`src/rtl/sum_series_processor.sv`:
```
// rtl/sum_series_processor.sv - start/done arithmetic series accumulator
//
// Purpose: on an accepted start, sums the series 1..n (mode 0/3), the odd
// terms 1,3,5..<=n (mode 1) or the even terms 2,4,6..<=n (mode 2). The sum
// wraps modulo 2^DATA_W and a sticky per-run overflow flag is reported
// alongside the result.
//
// Ports:
//   clk      in   1       system clock, rising edge
//   reset    in   1       synchronous, active-high
//   start    in   1       run request, accepted only when idle
//   n        in   N_W     inclusive series bound, captured on accept
//   mode     in   2       term selection, captured on accept
//   busy     out  1       high whenever a run is in progress
//   done     out  1       one-cycle pulse, outPort/overflow valid
//   overflow out  1       any add of the last run exceeded 2^DATA_W-1
//   outPort  out  DATA_W  result of the last completed run

module sum_series_processor #(
   parameter int DATA_W = 8,
   parameter int N_W    = 8
) (
   input  logic              clk,
   input  logic              reset,
   input  logic              start,
   input  logic [N_W-1:0]    n,
   input  logic [1:0]        mode,
   output logic              busy,
   output logic              done,
   output logic              overflow,
   output logic [DATA_W-1:0] outPort
);

   // idx carries two spare bits so idx + 2 cannot wrap even at n = 2^N_W-1.
   localparam int IW    = N_W + 2;
   // The adder is wide enough to hold acc + idx without loss.
   localparam int SUM_W = ((DATA_W > IW) ? DATA_W : IW) + 1;

   localparam logic [2:0] S_IDLE  = 3'd0;
   localparam logic [2:0] S_INIT  = 3'd1;
   localparam logic [2:0] S_CHECK = 3'd2;
   localparam logic [2:0] S_ADD   = 3'd3;
   localparam logic [2:0] S_INC   = 3'd4;
   localparam logic [2:0] S_DONE  = 3'd5;

   logic [2:0]        state_q, state_d;
   logic [N_W-1:0]    n_q, n_d;
   logic [1:0]        mode_q, mode_d;
   logic [IW-1:0]     idx_q, idx_d;
   logic [DATA_W-1:0] acc_q, acc_d;
   logic              ovf_run_q, ovf_run_d;
   logic [DATA_W-1:0] out_q, out_d;
   logic              overflow_q, overflow_d;

   logic [SUM_W-1:0]  sum_full;
   logic              two_step;

   assign sum_full = SUM_W'(acc_q) + SUM_W'(idx_q);
   assign two_step = (mode_q == 2'd1) || (mode_q == 2'd2);

   always_comb begin
      state_d    = state_q;
      n_d        = n_q;
      mode_d     = mode_q;
      idx_d      = idx_q;
      acc_d      = acc_q;
      ovf_run_d  = ovf_run_q;
      out_d      = out_q;
      overflow_d = overflow_q;
      case (state_q)
         S_IDLE: begin
            if (start) begin
               n_d     = n;
               mode_d  = mode;
               state_d = S_INIT;
            end
         end
         S_INIT: begin
            idx_d     = (mode_q == 2'd2) ? IW'(2) : IW'(1);
            acc_d     = '0;
            ovf_run_d = 1'b0;
            state_d   = S_CHECK;
         end
         S_CHECK: begin
            if (idx_q <= {2'b00, n_q}) begin
               state_d = S_ADD;
            end else begin
               out_d      = acc_q;
               overflow_d = ovf_run_q;
               state_d    = S_DONE;
            end
         end
         S_ADD: begin
            acc_d = sum_full[DATA_W-1:0];
            // Any bit above DATA_W means the true sum no longer fits; this
            // also covers idx itself being >= 2^DATA_W.
            if (|sum_full[SUM_W-1:DATA_W]) begin
               ovf_run_d = 1'b1;
            end
            state_d = S_INC;
         end
         S_INC: begin
            idx_d   = idx_q + (two_step ? IW'(2) : IW'(1));
            state_d = S_CHECK;
         end
         S_DONE: begin
            state_d = S_IDLE;
         end
         default: begin
            state_d = S_IDLE;
         end
      endcase
   end

   always_ff @(posedge clk) begin
      if (reset) begin
         state_q    <= S_IDLE;
         n_q        <= '0;
         mode_q     <= '0;
         idx_q      <= '0;
         acc_q      <= '0;
         ovf_run_q  <= 1'b0;
         out_q      <= '0;
         overflow_q <= 1'b0;
      end else begin
         state_q    <= state_d;
         n_q        <= n_d;
         mode_q     <= mode_d;
         idx_q      <= idx_d;
         acc_q      <= acc_d;
         ovf_run_q  <= ovf_run_d;
         out_q      <= out_d;
         overflow_q <= overflow_d;
      end
   end

   assign busy     = (state_q != S_IDLE);
   assign done     = (state_q == S_DONE);
   assign overflow = overflow_q;
   assign outPort  = out_q;

endmodule

```
`config.mk`:
```
export PLATFORM = sky130hd
export DESIGN_NAME = sum_series_processor
export DESIGN_NICKNAME = d
export VERILOG_FILES = /design/src/rtl/sum_series_processor.sv
export SDC_FILE = /design/constraint.sdc
export NUM_CORES = 1
export LEC_CHECK = 0
export CAP_MARGIN = 20
export CORE_ASPECT_RATIO = 0.9
export CORE_MARGIN = 2
export CORE_UTILIZATION = 61
export DETAILED_ROUTE_END_ITERATION = 12
export PLACE_DENSITY = 0.85
export SYNTH_ARGS = -nofsm -noshare
export SYNTH_HDL_FRONTEND = slang
export SYNTH_SLANG_ARGS = --single-unit
```
`constraint.sdc`:
```
create_clock -name clk -period 3.75 [get_ports clk]
set_clock_uncertainty 0.2 [all_clocks]
set_input_delay 0.75 -clock clk [delete_from_list [all_inputs] [get_ports clk]]
set_output_delay 0.75 -clock clk [all_outputs]
set_load 0.005 [all_outputs]
```
# ---- Word-level counts from Yosys, hierarchy flattened
# Index checks and enable logic that the tools add are counted.
dict set report classes {
  muxes 9
  addsub 2
  n_reduce_logical 10
  n_eq_ne 9
  n_lt_le_gt_ge 1
  bitwise_logic 1
}
# cell n
set op_table {}
lappend op_table {{$pmux W10 S2} 1}
lappend op_table {{$pmux W8 S2} 1}
lappend op_table {{$pmux W3 S4} 1}
lappend op_table {{$add A8 B10 Y11} 1}
lappend op_table {{$add A10 B2 Y10} 1}
lappend op_table {{$le A10 B8 Y1} 1}
lappend op_table {{$eq A3 B2 Y1 const B} 2}
lappend op_table {{$eq A3 B3 Y1 const B} 2}
lappend op_table {{$mux W3} 2}
lappend op_table {{$reduce_and A2 Y1} 3}
lappend op_table {{$mux W2} 2}
lappend op_table {{$ne A2 B2 Y1 const B} 2}
lappend op_table {{$reduce_bool A2 Y1} 2}
lappend op_table {{$eq A3 B1 Y1 const B} 1}
lappend op_table {{$logic_not A3 Y1} 1}
lappend op_table {{$reduce_bool A3 Y1} 1}
lappend op_table {{$reduce_or A3 Y1} 1}
lappend op_table {{$eq A2 B1 Y1 const B} 1}
lappend op_table {{$eq A2 B2 Y1 const B} 1}
lappend op_table {{$pmux W1 S2} 1}
lappend op_table {{$reduce_or A2 Y1} 1}
lappend op_table {{$logic_or A1 B1 Y1} 1}
lappend op_table {{$mux W1} 1}
lappend op_table {{$not A1 Y1} 1}
dict set report word_totals {
  ff_bits 41
  out_inout_bits 11
  elab_cells 40
}

# ---- Depth between registers and ports, before layout
dict set report depth {
  depth_word 5
  depth_mapped 10
}

# ---- Least setup slack after synthesis
# No wires, ideal clock.
dict set report synth_timing {
  kind {reg-to-reg}
  from {register idx_q[0]}
  to {register ovf_run_q}
  setup_time_ps 81
  t_arrival_ps 1991
  setup_slack_ps 1479
  t_required_ps 3469
  path_stages_with_launch 9
  path_cell_list {dfxtp_1 -> ha_1 -> inv_1 -> fa_1 -> nor2b_1 -> o211ai_1 -> a21o_1 -> or3b_2 -> a41oi_1}
}
dict set report synth_via {
  elab_chain_len 4
}
# item line
set synth_rtl {}
lappend synth_rtl {{start: declaration} 49} ;# logic [IW-1:0] idx_q, idx_d;
lappend synth_rtl {{start signal: assignment} 129} ;# idx_q <= idx_d;
lappend synth_rtl {{$add A8 B10 Y11} 58} ;# assign sum_full = SUM_W'(acc_q) + SUM_W'(idx_q);
lappend synth_rtl {{$reduce_or A3 Y1} 97} ;# if (|sum_full[SUM_W-1:DATA_W]) begin
lappend synth_rtl {{$ne A2 B2 Y1 (no line)} --}
lappend synth_rtl {{$reduce_and A2 Y1 (no line)} --}
lappend synth_rtl {{end signal: assignment} 131} ;# ovf_run_q <= ovf_run_d;
lappend synth_rtl {{end: declaration} 51} ;# logic ovf_run_q, ovf_run_d;
# No other way between the ends.
# A chain may end at the register's enable or synchronous reset.

# ---- Worst setup path in the final report
dict set report layout_timing {
  from {register state_q[1]}
  to {output busy}
}
dict set report layout_via {
  elab_chain_len 1
}
# item line
set layout_rtl {}
lappend layout_rtl {{start: declaration} 46} ;# logic [2:0] state_q, state_d;
lappend layout_rtl {{start signal: assignment} 126} ;# state_q <= state_d;
lappend layout_rtl {{$reduce_bool A3 Y1} 137} ;# assign busy = (state_q != S_IDLE);
lappend layout_rtl {{end: declaration} 28} ;# output logic busy,
# No other way between the ends.

==> results.yml <==
run_status:
  status: "completed"
synth:
  synthXorXnorAreaFrac: 0.00725
  synth_nets: 318
  yosys-top-cells-count: "dfxtp_1 (41), nand2_1 (36), a21oi_1 (29), ha_1 (19), inv_1 (18)"
  synth.distinct_cells: 47
  synth_edf_count: 0
  synth_fa_ha_area_frac: 0.115
  synth_top_area_cell: "dfxtp_1"
  synth_top_cell_area_share: 0.340
  synth-main-ff-cell: "dfxtp_1"
  netlist_instances: 284
  async_flop_share: 0
  synthSimpleGateAreaFrac: 0.268
  ys_seq_area_frac: 0.340
  synth_top_family_by_area: "simple AND/OR/NAND/NOR gates"
  synthMuxAreaShare: 0.0560
  netlist_area_um2: 2410
  ys_ff_latch: 41
  synth_area_per_cell_um2: 8.50
  synth_compound_area_frac: 0.146
  yosysMostFrequentCell: "dfxtp_1"
  synth_area_leaders: "dfxtp_1 (34%), ha_1 (9.8%), a21oi_1 (6.0%)"
  yosys_warnings: 0
hold_path:
  min_to: "n_q[2]"
  min_from: "n_q[2]"
  hold_path_depth: 2
  worstHoldPathType: "flop to flop"
die:
  dieArea_um2: 4480
  rows: 21
  ios: 24
  core-area_um2: 3760
  start_util: 0.643
  dieWidth_um: 70.3
  die_h_um: 63.7
timing:
  slew-limit-headroom: 0.510
  layout_min_cycle_time_ns: 2.64
  timing_hold_violations_final: 0
  clock.fmax_ghz: 0.378
  worstMarginPinSlew_ns: 0.733
  timing.final.crit_share: 0.705
  setup_tns_ns: 0
  whs_ns: 0.261
  setup_viol: 0
  drv_slew: 0
  rsz0062_at_grt: "false"
clocking:
  clk_pin_slew_ns: 0.08
  insertion_delay_ns: 0.30
  root_buffer: "clkbuf_8"
  htreeDepth: 2
  cts.sinks: 41
  cts_tree: "done"
  numCtsBuffers: 5
  cts_setup_buffers: 0
  cts_buffer_depth: 2
  cts_resized: 0
  cts_hold_buf: 0
critical_path:
  r2r_start: "idx_q[0]"
  r2r_end: "ovf_run_q"
  rr_worst_depth: 8
  crit_arrival_ns: 1.69
  cp-end-kind: "output pin"
  worstSetupStartpointType: "flop"
  cp_max_fo: 18
  ff2ff_setup_slack_ns: 1.23
  crit_type: "flop to output pin"
  required_ns: 2.80
cells_and_area:
  antenna_cells: 0
  fillers: 307
  design.final.nets: 335
  drive_gt1_frac: 0.0894
  area_growth_pct: 11.8
routing:
  wirelength_um: 5030
  vias: 2044
  vias_per_cell: 5.87
  first_pass_iters: 4
  drc: 0
  wire_per_inst_um: 14.4
  ant_nets: 0
  drtIter0Drc: 143
grt:
  grt_pass1_vias: 1995
  gr-usage-all-layers: 0.241
  grt_remaining_overflow: 0
  antenna_found_initial: 0
  grt_max_degree: 26
  grt_pass1_wl_um: 8720
run:
  maxCapViolCount: 0
placed_design:
  io_buffers: 23
  hpwl_um: 3750
  place_congestion: 0.851
pwr:
  leakagePower_nw: 1.02
  powerDensity_nw_per_um2: 315
  peakVddDrop_mv: 0.233
## metal layers
layer,vias up,global-route usage,part of all wire
li1,1020,-,-
met1,969,0.318,0.47
met2,46,0.389,0.47
met3,9,0.0464,0.043
met4,0,0.0938,0.016
met5,-,0,0
## where the power goes
group / internal (W) / switching, W / total (W)
Combinational: 0.0000466 / 0.0000582 / 0.000105
Sequential: 0.000446 / 0.0000110 / 0.000457
Clock: 0.000129 / 0.000162 / 0.000290
Total: 0.000621 / 0.000231 / 0.000852
## layout make-up
cell class | count | area (um2) | share of cell area
multi-input combinational | 211 | 1430 | 0.530
clock buffer | 5 | 68.8 | 0.0255
timing repair buffer | 24 | 238 | 0.0880
sequential | 41 | 821 | 0.304
tap | 46 | 57.6 | 0.0213
clock inverter | 3 | 17.5 | 0.00649
inverter | 18 | 67.6 | 0.0250
## registers in the layout (all words and copies together) (netlist names)
signal / count
outPort: 8
idx_q: 10
state_q: 3
overflow: 1
mode_q: 2
n_q: 8
acc_q: 8
ovf_run_q: 1
## worst max-delay path by stage
stage,start,to,slack (ns),depth (start not counted)
final,state_q[1],busy,1.11,3
after global placement,reset,state_q[1],1.16,4
after global routing,state_q[1],busy,0.98,3
after detailed placement,reset,state_q[1],1.12,4
after CTS,state_q[1],busy,1.12,3
after floorplan,idx_q[0],ovf_run_q,1.48,8
## critical path: stages, from the launching register on
cell and delay (ns):
dfxtp_1 0.67, nor3_1 0.16, inv_1 0.08, clkdlybuf4s50_1 0.49
## kinds of logic (layout without fill, tap and decap cells)
family                   Yosys count  after routing
adder cells (fa/ha/maj)           21             21
XOR/XNOR                           2              2
flip-flops                        41             41
multiplexers                      13             13
AO/OA/AOI/OAI                     59             59
AND/OR/NAND/NOR                  116            116
buffers and inverters             32             50
## stage by stage
step,power (W),worst slack [ns],instance area [um2],cells,util
floorplan,0.000538,1.48,2410,284,-
global placement,0.000567,1.16,2610,340,0.696
detailed placement,0.000571,1.12,2610,340,0.696
CTS,0.000856,1.12,2700,348,0.719
global route,0.000891,0.975,2700,348,0.719
finish,0.000852,1.11,2700,348,0.719
## placed cells by master, fill, tap and decap left out, types with 8 or more instances in the layout
master,Yosys,layout
dfxtp_1,41,41
nand2_1,36,36
a21oi_1,29,29
clkdlybuf4s50_1,0,23
ha_1,19,19
inv_1,18,18
nor2_1,15,15
nand3_1,10,10
o21ai_0,9,9
or2b_2,9,9
mux2i_1,9,9
nand2b_1,8,8
(Power assumes the default switching activity.)
